### config.mk
export PLATFORM = sky130hd
export DESIGN_NAME = sram_req_initiator
export DESIGN_NICKNAME = d
export VERILOG_FILES = /design/src/rtl/sram_req_initiator.sv
export SDC_FILE = /design/constraint.sdc
export NUM_CORES = 1
export LEC_CHECK = 0
export BUFFER_PORTS_ARGS = -buffer_cell sky130_fd_sc_hd__buf_2
export CORE_ASPECT_RATIO = 1.1
export CORE_MARGIN = 3
export CORE_UTILIZATION = 59
export DETAILED_ROUTE_END_ITERATION = 10
export GPL_TIMING_DRIVEN = 0
export PLACE_DENSITY = 0.92
export SYNTH_ARGS = -nofsm -noshare
export SYNTH_HDL_FRONTEND = slang
export SYNTH_SLANG_ARGS = --single-unit
export TNS_END_PERCENT = 30
### constraint.sdc
create_clock -name clk -period 3.6 [get_ports clk]
set_input_delay 0.18 -clock clk [delete_from_list [all_inputs] [get_ports clk]]
set_output_delay 0.18 -clock clk [all_outputs]
set_load 0.01 [all_outputs]
### src/rtl/sram_req_initiator.sv
// Burst sequencer for the column SRAM port: writes rows from an input stream or reads rows into an output stream.
// Optional request watchdog enabled by defining SRAM_REQ_TIMEOUT_EN.
module sram_req_initiator #(
    parameter int numRows       = 128,
    parameter int numCols       = 1,
    parameter int timeoutCycles = 1024,
    localparam int AW           = $clog2(numRows)
) (
    input  logic               clk,
    input  logic               nrst,
    input  logic               start_i,
    input  logic               mode_i,
    input  logic [AW-1:0]      base_addr_i,
    input  logic [AW:0]        len_i,
    output logic               busy_o,
    output logic               done_o,
    output logic               err_o,
    input  logic               in_valid_i,
    input  logic [numCols-1:0] in_data_i,
    output logic               in_ready_o,
    output logic               out_valid_o,
    output logic [numCols-1:0] out_data_o,
    input  logic               out_ready_i,
    output logic               rq_wr_o,
    output logic               rq_valid_o,
    input  logic               rq_ready_i,
    input  logic               rd_valid_i,
    input  logic [numCols-1:0] rd_data_i,
    output logic [numCols-1:0] wr_data_o,
    output logic [AW-1:0]      addr_o,
    output logic [2:0]         state_o
);

    // Handshakes: a beat transfers on the rising clk edge where valid and ready are both high;
    // a raised valid and its payload stay unchanged until that edge.
    typedef enum logic [2:0] {
        IDLE    = 3'd0,
        WR_GET  = 3'd1,
        WR_REQ  = 3'd2,
        RD_REQ  = 3'd3,
        RD_WAIT = 3'd4,
        RD_OUT  = 3'd5,
        DONE    = 3'd6
    } state_t;

    localparam logic [AW:0] ROWS = numRows[AW:0];
    localparam logic [AW:0] ONE  = {{AW{1'b0}}, 1'b1};

    state_t        state;
    logic [AW:0]   idx;
    logic [AW:0]   len_q;
    logic [AW:0]   len_clamped;
    logic [AW:0]   idx_inc;
    logic          last_row;
    logic [AW:0]   addr_sum;
    logic [AW-1:0] addr_next;

    assign len_clamped = (len_i > ROWS) ? ROWS : len_i;
    assign idx_inc     = idx + ONE;
    assign last_row    = (idx_inc == len_q);
    // Wrap at numRows explicitly so non-power-of-2 row counts stay in range.
    assign addr_sum    = {1'b0, addr_o} + ONE;
    assign addr_next   = (addr_sum >= ROWS) ? AW'(addr_sum - ROWS) : AW'(addr_sum);
    assign state_o     = state;

`ifdef SRAM_REQ_TIMEOUT_EN
    localparam int CW = $clog2(timeoutCycles + 1);
    logic [CW-1:0] wait_cnt;
    logic          waiting;
    logic          progress;

    assign waiting  = (state == WR_REQ) || (state == RD_REQ) || (state == RD_WAIT);
    assign progress = ((state == WR_REQ || state == RD_REQ) && rq_ready_i) ||
                      ((state == RD_WAIT) && rd_valid_i);
`else
    assign err_o = 1'b0;
`endif

    always_ff @(posedge clk) begin
        if (!nrst) begin
            state       <= IDLE;
            idx         <= '0;
            len_q       <= '0;
            busy_o      <= 1'b0;
            done_o      <= 1'b0;
            in_ready_o  <= 1'b0;
            out_valid_o <= 1'b0;
            out_data_o  <= '0;
            rq_wr_o     <= 1'b0;
            rq_valid_o  <= 1'b0;
            wr_data_o   <= '0;
            addr_o      <= '0;
`ifdef SRAM_REQ_TIMEOUT_EN
            err_o       <= 1'b0;
            wait_cnt    <= '0;
`endif
        end else begin
            done_o <= 1'b0;
            case (state)
                IDLE: begin
                    if (start_i) begin
                        idx    <= '0;
                        len_q  <= len_clamped;
                        addr_o <= base_addr_i;
                        busy_o <= 1'b1;
`ifdef SRAM_REQ_TIMEOUT_EN
                        err_o  <= 1'b0;
`endif
                        if (len_clamped == '0) begin
                            state <= DONE;
                        end else if (mode_i) begin
                            state      <= RD_REQ;
                            rq_valid_o <= 1'b1;
                            rq_wr_o    <= 1'b0;
                        end else begin
                            state      <= WR_GET;
                            in_ready_o <= 1'b1;
                        end
                    end
                end
                WR_GET: begin
                    if (in_valid_i) begin
                        wr_data_o  <= in_data_i;
                        in_ready_o <= 1'b0;
                        rq_valid_o <= 1'b1;
                        rq_wr_o    <= 1'b1;
                        state      <= WR_REQ;
                    end
                end
                WR_REQ: begin
                    if (rq_ready_i) begin
                        rq_valid_o <= 1'b0;
                        rq_wr_o    <= 1'b0;
                        idx        <= idx_inc;
                        if (last_row) begin
                            state <= DONE;
                        end else begin
                            state      <= WR_GET;
                            in_ready_o <= 1'b1;
                            addr_o     <= addr_next;
                        end
                    end
                end
                RD_REQ: begin
                    if (rq_ready_i) begin
                        rq_valid_o <= 1'b0;
                        state      <= RD_WAIT;
                    end
                end
                RD_WAIT: begin
                    if (rd_valid_i) begin
                        out_data_o  <= rd_data_i;
                        out_valid_o <= 1'b1;
                        state       <= RD_OUT;
                    end
                end
                RD_OUT: begin
                    if (out_ready_i) begin
                        out_valid_o <= 1'b0;
                        idx         <= idx_inc;
                        if (last_row) begin
                            state <= DONE;
                        end else begin
                            state      <= RD_REQ;
                            rq_valid_o <= 1'b1;
                            addr_o     <= addr_next;
                        end
                    end
                end
                DONE: begin
                    state  <= IDLE;
                    busy_o <= 1'b0;
                    done_o <= 1'b1;
                end
                default: begin
                    state  <= IDLE;
                    busy_o <= 1'b0;
                end
            endcase
`ifdef SRAM_REQ_TIMEOUT_EN
            // A stalled request abandons the rest of the burst through DONE.
            if (waiting && !progress) begin
                if (wait_cnt == CW'(timeoutCycles - 1)) begin
                    state      <= DONE;
                    rq_valid_o <= 1'b0;
                    rq_wr_o    <= 1'b0;
                    err_o      <= 1'b1;
                    wait_cnt   <= '0;
                end else begin
                    wait_cnt <= wait_cnt + CW'(1);
                end
            end else begin
                wait_cnt <= '0;
            end
`endif
        end
    end

endmodule

Word-level counts from Yosys, hierarchy flattened. Index checks and enable logic that the tools add are counted.

Flip-flop bits (word level): 34. Bits in latches: 0. Memory bits (writable): 0. ROM bits: 0. Output and inout bits: 19. Memories kept: 0.

$add $sub $neg: 3. Multipliers: 0. Div/mod/pow operators: 0. Order comparisons: 2. Eq/ne operators: 19. Shift-type cells: 0. Muxes and demuxes: 46. Bitwise gates (word level): 1. Reduce and logical (&&, ||, !) cells: 18.

Operator list (number): 7-bit two-way mux (5); 8-bit two-way mux (4); 3-bit two-way mux (9); 8-bit one-hot mux with 3 select lines (1); 2-bit != test, second input constant (11); 7-bit one-hot mux with 3 select lines (1); 1-bit two-way mux (19); 3-bit one-hot mux with 6 select lines (1); 6-bit AND reduction (2); 3-bit == test, second input constant (3); 7-bit by 1-bit adder with 8-bit output, second input constant (1); 8-bit by 1-bit adder with 8-bit output, second input constant (1); 8-bit == test (1); 8-bit greater-or-equal comparator, second input constant (1); 8-bit greater-than comparator, second input constant (1); 8-bit logical NOT (1); 2-bit AND reduction (4); 8-bit AND reduction (1); 7-bit AND reduction (1); 7-bit by 1-bit subtractor with 7-bit output, second input constant (1); 3-bit by 2-bit == test with 1-bit output, second input constant (2); 1-bit one-hot mux with 3 select lines (2); 3-bit nonzero test (2); 5-bit OR reduction (1); 12 further kinds (13).

Depth between registers and ports, before layout.
Depth after elaboration: 6. Depth in mapped cells: 9.

Worst setup path before layout. OpenSTA, ideal clock, no wires.

Path kind: reg2reg. Start: reg idx[0]. End: reg addr_o[3]. Data arrival time: 2.133 ns. Data required time: 3.481 ns. Setup slack: 1.348 ns. Stages on the path, launching flop included: 9. Clock period less this slack: 2.252 ns. Cell sequence: dfxtp_1 -> ha_1 -> xnor2_1 -> o211ai_1 -> a2111oi_4 -> nand4b_2 -> o31ai_4 -> mux2i_1 -> o21ai_1.

Longest elaborated chain between the ends: 5.

Ends and longest elaborated chain: start: declaration (RTL line 50) `logic [AW:0] idx;`; start signal: assignment (RTL line 134) `idx <= idx_inc;`; start signal: assignment (RTL line 160) `idx <= idx_inc;`; 8-bit by 1-bit adder with 8-bit output (*) (RTL line 59) `assign idx_inc = idx + ONE;`; 8-bit == test (*) (RTL line 60) `assign last_row = (idx_inc == len_q);`; 7-bit two-way mux (*); 7-bit two-way mux (on tied branches); 7-bit one-hot mux with 3 select lines (*); end signal: assignment (RTL line 104) `addr_o <= base_addr_i;`; end signal: assignment (RTL line 140) `addr_o <= addr_next;`; end signal: assignment (RTL line 166) `addr_o <= addr_next;`; end: declaration (RTL line 30) `output logic [AW-1:0] addr_o,`.

Every way passes the cells marked *; elsewhere a longest branch is shown, timed or not. The select of a mux whose other input is x is not followed. A chain may end at the register's enable or synchronous reset.

Worst setup path in the final report.
Start: reg idx[0]. End: reg addr_o[6].

The elaborated chain is that of the path after synthesis.

==> out/qor.yml <==
fin_util_pct: 71.5
cts_buffers: 5
relSlewSlack_pct: 51.5
cpPeakStageDelay_ns: 0.51
power.leakage_nw: 0.965
max_cap_violations: 0
root_buffer: "clkbuf_4"
path_class: "register to register"
drtAntennaViolNets: 0
rows: 22
hold_viol: 0
cts_resized: 0
syn_to_final_growth_pct: 14.9
numPortBuffers: 40
grt_pass1_vias: 1830
hold_ws_ns: 0.0907
synthDistinctLibCells: 49
cp.arrival_ns: 2.78
fmax_ghz: 0.391
fp.coreArea_mm2: 0.00336
syn-cell-area_mm2: 0.00209
top_layer: "met4"
ys.flop_type: "dfxtp_1"
start_util_pct: 62.2
peakVddDrop_mv: 0.288
final.setup.tns_ns: 0
avgSynthCellArea_um2: 7.77
die_w_um: 62.7
postCtsHoldBufs: 0
wl_met3_um: 316
drive_gt1_share_pct: 19.4
status: "complete, no violations"
clockBufferDepth: 2
grt_use_total_pct: 23.7
yosysTopAreaCellShare_pct: 32.6
syn-num-nets: 299
place_congestion: 0.919
synth_cells: 269
required_ns: 3.82
grt_pass1_wl_mm: 8.09
dr_total_vias: 2110
yosysTopAreaCell: "dfxtp_1"
synth_seq_cells: 34
crit_fanout: 9
cts_tree: "built"
num_antenna_cells: 0
ys_seq_area_share_pct: 32.6
clock_sinks: 34
die_area_mm2: 0.00429
synth_edf_count: 0
synth_area_leaders: "dfxtp_1 33%, a21oi_1 6.2%, nor2_1 6.1%, mux2i_1 5.7%, nand2_1 4.5%"
grt_max_degree: 11
power_density_mw_per_mm2: 661
worstHoldPathType: "input port to register"
cts_max_level: 2
wl_met1_mm: 2.14
skew_ns: 0.0101
final-setup-viol-count: 0
slew_violations: 0
final.fill_count: 279
routed_wl_mm: 5.09
antenna_found_initial: 0
first_pass_iters: 5
start_kind: "register"
period_share_pct: 71.1
period_minus_slack_ns: 2.56
worst_pin_slew_ns: 0.722
boundaryPins: 44
path_cells: "ha_1 > nand3_2 > or3_1 > nor3_1 > a21oi_1 > o31ai_4 > mux2i_1 > o21ai_1"
clkTransAtPathRegs_ns: 0.09
wl_per_cell_um: 14.0
ys_async_sr_fraction_pct: 0
yosys_warnings: 0
end_kind: "register"
dr_wl_met2_mm: 2.59
drcViolationCount: 0
first_iter_violations: 167
clock_latency_ns: 0.34
post-cts-setup-buffers: 0
nets: 346
rsz0062_at_grt: "false"
cp_slowest_cell: "o31ai_4"
vias_per_cell: 5.81
die_h_um: 68.4
grt-ovfl-total: 0
hpwl_mm: 3.84
## layout by cell type, fill, tap and decap left out, drive strengths merged, types with 2 or more instances in the layout
cell,n
xor2,2
nand4,6
nand4b,2
inv,6
nor3,8
or2,3
a31oi,2
nor4,4
o221a,3
ha,5
dfxtp,34
mux2i,12
or3,2
nand2,25
nor3b,10
o21ai,14
buf,43
nand2b,3
clkbuf,19
and3,2
a21oi,26
o31ai,9
nor2b,3
nor2,34
xnor2,7
nand3,14
## area by class of cell
type | count | area, um2 | share of cell area (%)
tap | 48 | 60.1 | 2.50
sequential | 34 | 681 | 28.3
timing repair buffer | 40 | 200 | 8.34
buffer | 16 | 65.1 | 2.71
inverter | 7 | 26.3 | 1.09
clock buffer | 6 | 51.3 | 2.14
multi-input combinational | 212 | 1320 | 54.9
## path summary, 6_finish.rpt
check	from	slack, ns	endpoint	cells past startpoint
hold reg to reg	rq_valid_o	0.47	rq_valid_o	2
setup reg to reg	idx[0]	1.04	addr_o[6]	8
setup / recovery	idx[0]	1.04	addr_o[6]	8
hold / removal	in_data_i	0.09	wr_data_o	3
## routing by layer
layer	global-route usage, %	up-vias
li1	-	1062
met1	27.8	972
met2	44.1	71
met3	4.93	5
met4	6.61	0
met5	0	-
## sequential cells by signal, indices dropped and copies added, names as in the netlist
register and cells:
rq_wr_o 1, state_o 3, addr_o 7, busy_o 1, idx 8, out_data_o 1
rq_valid_o 1, wr_data_o 1, done_o 1, in_ready_o 1, len_q 8, out_valid_o 1
## stage by stage
stage	total power, mW	area [um2]	instances	setup slack (ns)
6_report	1.59	2400	363	1.04
5_1_grt	1.70	2400	363	0.847
4_1_cts	1.59	2400	363	1.04
3_5_place_dp	1.38	2350	357	1.05
3_3_place_gp	1.35	2350	357	1.11
2_1_floorplan	1.15	2090	269	1.35
## worst max-delay path, delay by kind of cell (launching register included)
family / cells / cell delay (ns)
muxes: 1 / 0.25
and+or+nand+nor: 3 / 0.76
adders and majority gates: 1 / 0.27
DFF: 1 / 0.45
AOI/OAI and AO/OA: 3 / 0.72
## cell families (layout without fill, tap and decap cells)
| group | after synthesis | count (layout) | synth area share, % |
|---|---|---|---|
| AND/OR/NAND/NOR | 117 | 117 | 28.0 |
| XOR/XNOR | 9 | 9 | 3.77 |
| buffers and inverters | 23 | 69 | 4.37 |
| AO/OA/AOI/OAI | 67 | 67 | 21.8 |
| adder cells (fa/ha/maj) | 5 | 5 | 2.99 |
| multiplexers | 13 | 13 | 6.29 |
| other | 1 | 1 | 0.179 |
| flip-flops | 34 | 34 | 32.6 |
## synthesized netlist by cell type (5+ instances only)
cell,n
o21ai_0,10
a21oi_1,26
nand2_1,25
nor2_1,34
nand4_1,6
o31ai_1,8
inv_1,6
xnor2_1,7
nor3b_1,10
ha_1,5
mux2i_1,12
dfxtp_1,34
clkbuf_1,12
nor3_1,8
nand3_1,13
## power by group
group	internal (mW)	switching [mW]
sequential	0.460	0.0852
clock	0.0880	0.124
combinational	0.330	0.500
total	0.878	0.710
Power figures use the tool's default switching activity.
